==> config.mk <==
export PLATFORM = sky130hd
export DESIGN_NAME = pe_output_flat
export DESIGN_NICKNAME = d
export VERILOG_FILES = /design/src/rtl/pe_output_if.sv /design/src/rtl/pe_output.sv /design/src/flat_wrapper.sv
export SDC_FILE = /design/constraint.sdc
export NUM_CORES = 1
export LEC_CHECK = 0
export CAP_MARGIN = 20
export CORE_UTILIZATION = 44
export CTS_CLUSTER_SIZE = 8
export DETAILED_ROUTE_END_ITERATION = 7
export PLACE_DENSITY = 0.82
export SLEW_MARGIN = 20
export SYNTH_ARGS = -nofsm -noshare
export SYNTH_HDL_FRONTEND = slang
export SYNTH_SLANG_ARGS = --single-unit
==> constraint.sdc <==
create_clock -name clk -period 3.98 [get_ports clk]
set_input_delay 0.597 -clock clk [delete_from_list [all_inputs] [get_ports clk]]
set_output_delay 0.597 -clock clk [all_outputs]
set_load 0.02 [all_outputs]
==> src/rtl/pe_output_if.sv <==
`default_nettype none
// ============================================================================
//  Module      : pe_output_if
//  Description : Ring-to-PE delivery bundle for the pe_output stage. Carries
//                the per-direction/per-VC request/data/grant handshake from
//                the ring input buffers, the global phase, and the
//                peso/pero/pedo handshake towards the processing element.
//  Revision    : 1.0 - initial release
// ============================================================================
interface pe_output_if #(
   parameter int DATA_WIDTH = 64
);
   logic                  polarity;
   logic                  request_cw_even;
   logic                  request_cw_odd;
   logic                  request_ccw_even;
   logic                  request_ccw_odd;
   logic [DATA_WIDTH-1:0] data_in_cw_even;
   logic [DATA_WIDTH-1:0] data_in_cw_odd;
   logic [DATA_WIDTH-1:0] data_in_ccw_even;
   logic [DATA_WIDTH-1:0] data_in_ccw_odd;
   logic                  grant_cw_even;
   logic                  grant_cw_odd;
   logic                  grant_ccw_even;
   logic                  grant_ccw_odd;
   logic                  pero;
   logic                  peso;
   logic [DATA_WIDTH-1:0] pedo;

   // Ring buffers and PE side (everything around the delivery stage)
   modport master (
      output polarity,
      output request_cw_even, request_cw_odd, request_ccw_even, request_ccw_odd,
      output data_in_cw_even, data_in_cw_odd, data_in_ccw_even, data_in_ccw_odd,
      input  grant_cw_even, grant_cw_odd, grant_ccw_even, grant_ccw_odd,
      output pero,
      input  peso, pedo
   );

   // The delivery stage itself
   modport slave (
      input  polarity,
      input  request_cw_even, request_cw_odd, request_ccw_even, request_ccw_odd,
      input  data_in_cw_even, data_in_cw_odd, data_in_ccw_even, data_in_ccw_odd,
      output grant_cw_even, grant_cw_odd, grant_ccw_even, grant_ccw_odd,
      input  pero,
      output peso, pedo
   );
endinterface
`default_nettype wire

==> src/rtl/pe_output.sv <==
`default_nettype none
// ============================================================================
//  Module      : pe_output
//  Description : Local-delivery stage of the router PE port. Holds one packet
//                per virtual channel (even/odd), fills each VC from the cw/ccw
//                ring buffers with round-robin arbitration during its fill
//                phase, and drains it to the PE during its drain phase.
//  Revision    : 1.0 - initial release
// ============================================================================
module pe_output #(
   parameter int DATA_WIDTH = 64
) (
   input  logic        clk,
   input  logic        rst,      // synchronous, active-low
   pe_output_if.slave  bus
);

   // Index 0 is the even VC, index 1 the odd VC throughout.
   localparam int c_NUM_VC = 2;

   logic [c_NUM_VC-1:0]   w_fill;
   logic [c_NUM_VC-1:0]   w_req_cw;
   logic [c_NUM_VC-1:0]   w_req_ccw;
   logic [c_NUM_VC-1:0]   w_can_fill;
   logic [c_NUM_VC-1:0]   w_grant_cw;
   logic [c_NUM_VC-1:0]   w_grant_ccw;
   logic [c_NUM_VC-1:0]   w_drain;
   logic [DATA_WIDTH-1:0] w_data_cw  [c_NUM_VC];
   logic [DATA_WIDTH-1:0] w_data_ccw [c_NUM_VC];

   logic [c_NUM_VC-1:0]   r_full;
   logic [c_NUM_VC-1:0]   r_ptr;    // 0: cw has priority, 1: ccw has priority
   logic [DATA_WIDTH-1:0] r_buf [c_NUM_VC];
   logic                  r_peso;
   logic [DATA_WIDTH-1:0] r_pedo;

   // Odd VC fills while polarity is high, even VC while it is low; the phases
   // are exclusive so the PE port only ever sees one draining VC.
   assign w_fill        = {bus.polarity, ~bus.polarity};
   assign w_req_cw      = {bus.request_cw_odd,  bus.request_cw_even};
   assign w_req_ccw     = {bus.request_ccw_odd, bus.request_ccw_even};
   assign w_data_cw[0]  = bus.data_in_cw_even;
   assign w_data_cw[1]  = bus.data_in_cw_odd;
   assign w_data_ccw[0] = bus.data_in_ccw_even;
   assign w_data_ccw[1] = bus.data_in_ccw_odd;

   assign bus.grant_cw_even  = w_grant_cw[0];
   assign bus.grant_cw_odd   = w_grant_cw[1];
   assign bus.grant_ccw_even = w_grant_ccw[0];
   assign bus.grant_ccw_odd  = w_grant_ccw[1];
   assign bus.peso           = r_peso;
   assign bus.pedo           = r_pedo;

   // Round-robin grant per VC: only an empty VC in its fill phase, out of reset
   always_comb begin
      w_can_fill  = '0;
      w_grant_cw  = '0;
      w_grant_ccw = '0;
      w_drain     = '0;
      for (int v = 0; v < c_NUM_VC; v++) begin
         w_can_fill[v]  = rst & w_fill[v] & ~r_full[v];
         w_grant_cw[v]  = w_can_fill[v] & w_req_cw[v]  & (~w_req_ccw[v] | ~r_ptr[v]);
         w_grant_ccw[v] = w_can_fill[v] & w_req_ccw[v] & (~w_req_cw[v]  |  r_ptr[v]);
         w_drain[v]     = ~w_fill[v] & r_full[v] & bus.pero;
      end
   end

   // Per-VC buffer: capture on grant (pointer moves off the winner), clear on drain
   always_ff @(posedge clk) begin
      if (!rst) begin
         r_full <= '0;
         r_ptr  <= '0;
      end else begin
         for (int v = 0; v < c_NUM_VC; v++) begin
            if (w_grant_cw[v]) begin
               r_buf[v]  <= w_data_cw[v];
               r_full[v] <= 1'b1;
               r_ptr[v]  <= 1'b1;
            end else if (w_grant_ccw[v]) begin
               r_buf[v]  <= w_data_ccw[v];
               r_full[v] <= 1'b1;
               r_ptr[v]  <= 1'b0;
            end else if (w_drain[v]) begin
               r_full[v] <= 1'b0;
            end
         end
      end
   end

   // PE delivery register: one-cycle peso pulse, pedo holds between packets
   always_ff @(posedge clk) begin
      if (!rst) begin
         r_peso <= 1'b0;
         r_pedo <= '0;
      end else if (w_drain[0]) begin
         r_peso <= 1'b1;
         r_pedo <= r_buf[0];
      end else if (w_drain[1]) begin
         r_peso <= 1'b1;
         r_pedo <= r_buf[1];
      end else begin
         r_peso <= 1'b0;
      end
   end

endmodule
`default_nettype wire

==> src/flat_wrapper.sv <==
// flat-port wrapper written by rule: the top's interface ports become plain ports
module pe_output_flat 
#(
   parameter int DATA_WIDTH = 64
)
  (clk, rst, bus_polarity, bus_request_cw_even, bus_request_cw_odd, bus_request_ccw_even, bus_request_ccw_odd, bus_data_in_cw_even, bus_data_in_cw_odd, bus_data_in_ccw_even, bus_data_in_ccw_odd, bus_grant_cw_even, bus_grant_cw_odd, bus_grant_ccw_even, bus_grant_ccw_odd, bus_pero, bus_peso, bus_pedo);
  pe_output_if #(.DATA_WIDTH(DATA_WIDTH)) bus_i ();
  input  logic clk;
  input  logic rst;
  input wire logic [$bits(bus_i.polarity)-1:0] bus_polarity;
  input wire logic [$bits(bus_i.request_cw_even)-1:0] bus_request_cw_even;
  input wire logic [$bits(bus_i.request_cw_odd)-1:0] bus_request_cw_odd;
  input wire logic [$bits(bus_i.request_ccw_even)-1:0] bus_request_ccw_even;
  input wire logic [$bits(bus_i.request_ccw_odd)-1:0] bus_request_ccw_odd;
  input wire logic [$bits(bus_i.data_in_cw_even)-1:0] bus_data_in_cw_even;
  input wire logic [$bits(bus_i.data_in_cw_odd)-1:0] bus_data_in_cw_odd;
  input wire logic [$bits(bus_i.data_in_ccw_even)-1:0] bus_data_in_ccw_even;
  input wire logic [$bits(bus_i.data_in_ccw_odd)-1:0] bus_data_in_ccw_odd;
  output wire logic [$bits(bus_i.grant_cw_even)-1:0] bus_grant_cw_even;
  output wire logic [$bits(bus_i.grant_cw_odd)-1:0] bus_grant_cw_odd;
  output wire logic [$bits(bus_i.grant_ccw_even)-1:0] bus_grant_ccw_even;
  output wire logic [$bits(bus_i.grant_ccw_odd)-1:0] bus_grant_ccw_odd;
  input wire logic [$bits(bus_i.pero)-1:0] bus_pero;
  output wire logic [$bits(bus_i.peso)-1:0] bus_peso;
  output wire logic [$bits(bus_i.pedo)-1:0] bus_pedo;
  assign bus_i.polarity = bus_polarity;
  assign bus_i.request_cw_even = bus_request_cw_even;
  assign bus_i.request_cw_odd = bus_request_cw_odd;
  assign bus_i.request_ccw_even = bus_request_ccw_even;
  assign bus_i.request_ccw_odd = bus_request_ccw_odd;
  assign bus_i.data_in_cw_even = bus_data_in_cw_even;
  assign bus_i.data_in_cw_odd = bus_data_in_cw_odd;
  assign bus_i.data_in_ccw_even = bus_data_in_ccw_even;
  assign bus_i.data_in_ccw_odd = bus_data_in_ccw_odd;
  assign bus_grant_cw_even = bus_i.grant_cw_even;
  assign bus_grant_cw_odd = bus_i.grant_cw_odd;
  assign bus_grant_ccw_even = bus_i.grant_ccw_even;
  assign bus_grant_ccw_odd = bus_i.grant_ccw_odd;
  assign bus_i.pero = bus_pero;
  assign bus_peso = bus_i.peso;
  assign bus_pedo = bus_i.pedo;
  pe_output #(.DATA_WIDTH(DATA_WIDTH)) u_core (.clk(clk), .rst(rst), .bus(bus_i));
endmodule
* Word level (Yosys, flattened, before mapping)
Memory sizes are Yosys's and may differ from the RTL's. Index checks and enable logic that the tools add are counted.
Word-level totals: input port bits 264, RAM bits 128, memories kept 1, bits in registers 69, word-level logic and storage cells 77
Memory list:
- u_core.r_buf | depth 2, bits a word 64, rd ports 2, clocked after memory_dff 0, write ports 1, RTL line pe_output.sv:33 | logic [DATA_WIDTH-1:0] r_buf [c_NUM_VC];
Operators by class: mux-type cells 33, bitwise gates (word level) 31, reduce and logical (&&, ||, !) cells 6
Operator list (number):
- 2-to-1 mux 64 bit | 5
- OR reduction 64 bit | 1
- 2-to-1 mux 1 bit | 28
- bitwise AND 1 bit | 16
- NOT 1 bit | 9
- OR 1 bit | 6
- nonzero test 2 bit | 3
- nonzero test 3 bit | 2

* Depth between registers and ports, before layout
depth after elaboration 11, gate-level depth with buffers 7, mapped depth without buffers 4

* Worst setup path after synthesis
Ideal clock, no wire load.
path type input to register, from input bus_polarity, to memory u_core.r_buf[0][0] (enable), arrival 2.734 ns, buffers on the path 3, stages 6, slack 0.823 ns, required time 3.557 ns, path through buf_2 -> nor3b_2 -> nand3_1 -> buf_6 -> buf_6 -> nand2_1
On the way: longest elaborated chain between the ends 11, elaborated cells on any way between the ends 32, classes of those cells mux: 16; bitwise: 15; reduce/logical: 1
Ends and longest elaborated chain:
- start, declared | RTL line flat_wrapper.sv:10 | input wire logic [$bits(bus_i.polarity)-1:0] bus_polarity;
- bitwise AND 1 bit / NOT 1 bit (equally long branches) | RTL line pe_output.sv:61, pe_output.sv:39
- bitwise AND 1 bit | RTL line pe_output.sv:61 | w_can_fill[v] = rst & w_fill[v] & ~r_full[v];
- bitwise AND 1 bit (on tied branches) | RTL line pe_output.sv:63, pe_output.sv:61
- bitwise AND 1 bit | RTL line pe_output.sv:63 | w_grant_ccw[v] = w_can_fill[v] & w_req_ccw[v] & (~w_req_cw[v] | r_ptr[v]);
- 2-to-1 mux 1 bit / bitwise AND 1 bit (equally long branches) | RTL line pe_output.sv:79, pe_output.sv:63
- 2-to-1 mux 1 bit (on tied branches) | RTL line pe_output.sv:75, pe_output.sv:79
- 2-to-1 mux 1 bit (on tied branches) | RTL line pe_output.sv:70, pe_output.sv:75
- 2-to-1 mux 1 bit (on tied branches) | RTL line pe_output.sv:80, pe_output.sv:70
- OR 1 bit (no source line) / 2-to-1 mux 1 bit (equally long branches)
- OR reduction 64 bit (no source line) / OR 1 bit (equally long branches)
- 2-to-1 mux 1 bit (no source line)
- end, declared | RTL line pe_output.sv:33
Several ways; a longest one is shown, not always the timed one.

* Worst setup path in the final report
from input bus_polarity, to output bus_grant_cw_odd
On the way: longest elaborated chain between the ends 4
Ends and longest elaborated chain:
- bitwise AND 1 bit (2 in a row) | RTL line pe_output.sv:61
- bitwise AND 1 bit (2 in a row) | RTL line pe_output.sv:62 | w_grant_cw[v] = w_can_fill[v] & w_req_cw[v] & (~w_req_ccw[v] | ~r_ptr[v]);
- end, declared | RTL line flat_wrapper.sv:20 | output wire logic [$bits(bus_i.grant_cw_odd)-1:0] bus_grant_cw_odd;
Every way passes these cells.

==> metrics <==
Critical Path Start bus_polarity; slowest stage cell, crit path clkdlybuf4s50_1; H-tree depth 4; RSZ-0062 raised after global routing no; Setup CP Type input port to primary output; first-pass GRT wire length 31.83 mm; GRT overflow 0; fin util 0.6675; hold slack 462.9 ps; Async SR Flop Fraction 0; Pwr Density 376.1 nW/µm²; DRC violations left 0; Antenna Nets Post-Route 0; Area Overhead vs Synth 48.19%; # diodes 0; crit-path max FO 11; endpoint class of the critical path primary output; Root Buffer clkbuf_16; GRT Util Overall 0.2143; I/O Buffers 332; Final Instance Count excl. Fillers 1097; Hold-fix buffers, CTS 0; CTS tree built; DRT Pass-1 Iters 4; Reg clk slew, reported paths 60 ps; Worst EP required 3380 ps; Min Clock Period, post-route 3103 ps; DIE HEIGHT 140.6 µm; clk_skew 8.533 ps; fmax 322.2 MHz; worst r2r src u_core.r_full[0]$_SDFFE_PN0P_; Starting DRT DRC Count 250; initial antenna violation count 0; Worst-Margin Slew 816.9 ps; CP Launch Type input port; Post-synth EDFFs 128; fraction of layout cells with a size suffix above 1 0.2746; Core Region 18770 µm²; largest net degree at the start of global routing 66; post-CTS setup buffer count 0; clock buffer depth 2; # nets final 1115; sequential-to-total area share from yosys stat 0.6180; area leader, netlist edfxtp_1; Slowest Stage Delay on Critical Path 690 ps; final setup fails 0; Yosys top cell area share 0.4546; WL final 21.15 mm; via/cell ratio 5.313; TritonCTS Buffers 17; post-DR wirelength/cell 19.28 µm; pre-CTS setup slack 881.1 ps; number of global-route vias before repair 6033; Synth Area per Inst 15.89 µm²; headroom to the max-slew limit 0.4554; final hold vios 0; status complete, no violations; Hold Crit Class flip-flop to flip-flop; Boundary Pins 333; Post-Syn Instances 532; Worst Path Arrival 2510 ps; Syn Std Cell Area 8454 µm²; synth warn 0; total number of vias 5828; Worst IR Drop VDD 0.2660 mV; dpl cells 1066; Final Cycle Share 0.7797; Post-synth top flop edfxtp_1; clock latency on the worst-skew pair 420 ps; FP Rows 50; HP Start u_core.bus.pedo[18]$_SDFFE_PN0P_; CTS sink cnt 197; Post-DP HPWL 14.74 mm; synth top area cells edfxtp_1 (45%), dfxtp_1 (16%), mux2_2 (12%); cts repair resizes 0; Initial Util 0.4505; Post-Syn Nets 796; MaxCap Viol Count 0; max-slew violations 0; DIE AREA 19770 µm²; Synth Register Bits 197; Distinct cells, synth 25; crit-path cells clkdlybuf4s50_1, and3b_1, nand3_1, inv_1, clkdlybuf4s50_1; internal reg-to-reg setup slack 1910 ps; fin worst setup slack 876.8 ps; Die X-Extent 140.6 µm; Leakage 4.560 nW; total negative slack 0 ps; CP dominant cell by count clkdlybuf4s50_1; gpl congestion 0.7499
-- Yosys cell counts, types with 2 or more instances --
| cell type | instances |
|---|---|
| and2_1 | 2 |
| nand3_1 | 5 |
| o21ai_0 | 4 |
| nand2_1 | 9 |
| nor2_1 | 2 |
| nand2b_1 | 2 |
| o221a_2 | 63 |
| mux2_2 | 90 |
| buf_6 | 9 |
| and3b_1 | 2 |
| buf_2 | 19 |
| dfxtp_1 | 69 |
| inv_1 | 5 |
| mux2_4 | 38 |
| o21a_1 | 63 |
| clkbuf_1 | 14 |
| edfxtp_1 | 128 |
-- power breakdown --
part / internal, mW / switching, mW
registers: 2.30 / 0.0408
clock network: 0.908 / 0.730
logic: 0.464 / 0.268
total: 3.67 / 1.04
-- kinds of logic after synthesis --
group,synth area share
AOI/OAI and AO/OA,0.1456
buffers and inverters,0.03256
DFF,0.6180
muxes,0.1885
and+or+nand+nor,0.01524
-- worst max-delay path, delay by kind of cell --
kind | cells | cell delay, ps
buf+inv | 3 | 1400
simple gates | 2 | 500
-- metrics by stage --
step,area (µm²),power (mW)
finish,12530,4.712
global route,12530,4.885
CTS,12530,4.753
detailed placement,11970,3.125
global placement,11970,3.109
floorplan,8454,2.700
-- layout make-up --
type	count	area (µm²)
inverters	5	18.77
fillers	1367	6240
well taps	234	292.8
multi-input cells	287	3007
clock buffers	22	465.4
clock inverters	9	93.84
repair buffers	343	3426
flip-flops and latches	197	5225
-- final timing paths --
path,cells after the start,to
hold / removal,1,u_core.bus.pedo[18]$_SDFFE_PN0P_
setup reg to reg,5,u_core.r_buf[0][33]$_DFFE_PP_
setup / recovery,5,bus_grant_cw_odd
hold reg to reg,1,u_core.bus.pedo[18]$_SDFFE_PN0P_
-- cell usage in the layout, fill, tap and decap left out --
| cell | instances |
|---|---|
| inv_1 | 5 |
| mux2_2 | 90 |
| clkinvlp_4 | 1 |
| o2bb2ai_1 | 1 |
| clkinv_2 | 2 |
| a21boi_0 | 1 |
| nand2_4 | 2 |
| o22ai_1 | 1 |
| clkbuf_16 | 18 |
| edfxtp_1 | 128 |
| nor2_1 | 1 |
| inv_8 | 1 |
| buf_12 | 2 |
| nand3b_1 | 1 |
| mux2i_1 | 1 |
| and3b_1 | 2 |
| nand2b_1 | 2 |
| dfxtp_1 | 69 |
| inv_6 | 4 |
| and2_1 | 2 |
| buf_2 | 1 |
| bufinv_16 | 1 |
| nand3_2 | 1 |
| a31oi_1 | 1 |
| clkbuf_1 | 4 |
| o21a_1 | 63 |
| buf_4 | 9 |
| nor2_4 | 1 |
| nand2_1 | 7 |
| nand3_1 | 2 |
| o221a_2 | 63 |
| mux2_4 | 38 |
| o21ai_0 | 4 |
| clkdlybuf4s50_1 | 331 |
| nor3b_2 | 1 |
| nand3_4 | 2 |
-- layer usage --
layer  wire length [µm]  track usage  up-vias
met5                  0            0        -
met4                456      0.07838        0
met3               1467      0.06080       28
met2              11000       0.3875      226
met1               8225       0.2398     2835
li1                   -            -     2739
-- flip-flops by register name (all words and copies together), names as in the netlist --
name,cells
u_core.bus.pedo,64
u_core.r_full,2
u_core.bus.peso,1
u_core.r_buf,128
u_core.r_ptr,2
Note: power is estimated with default switching activity, not from simulation.
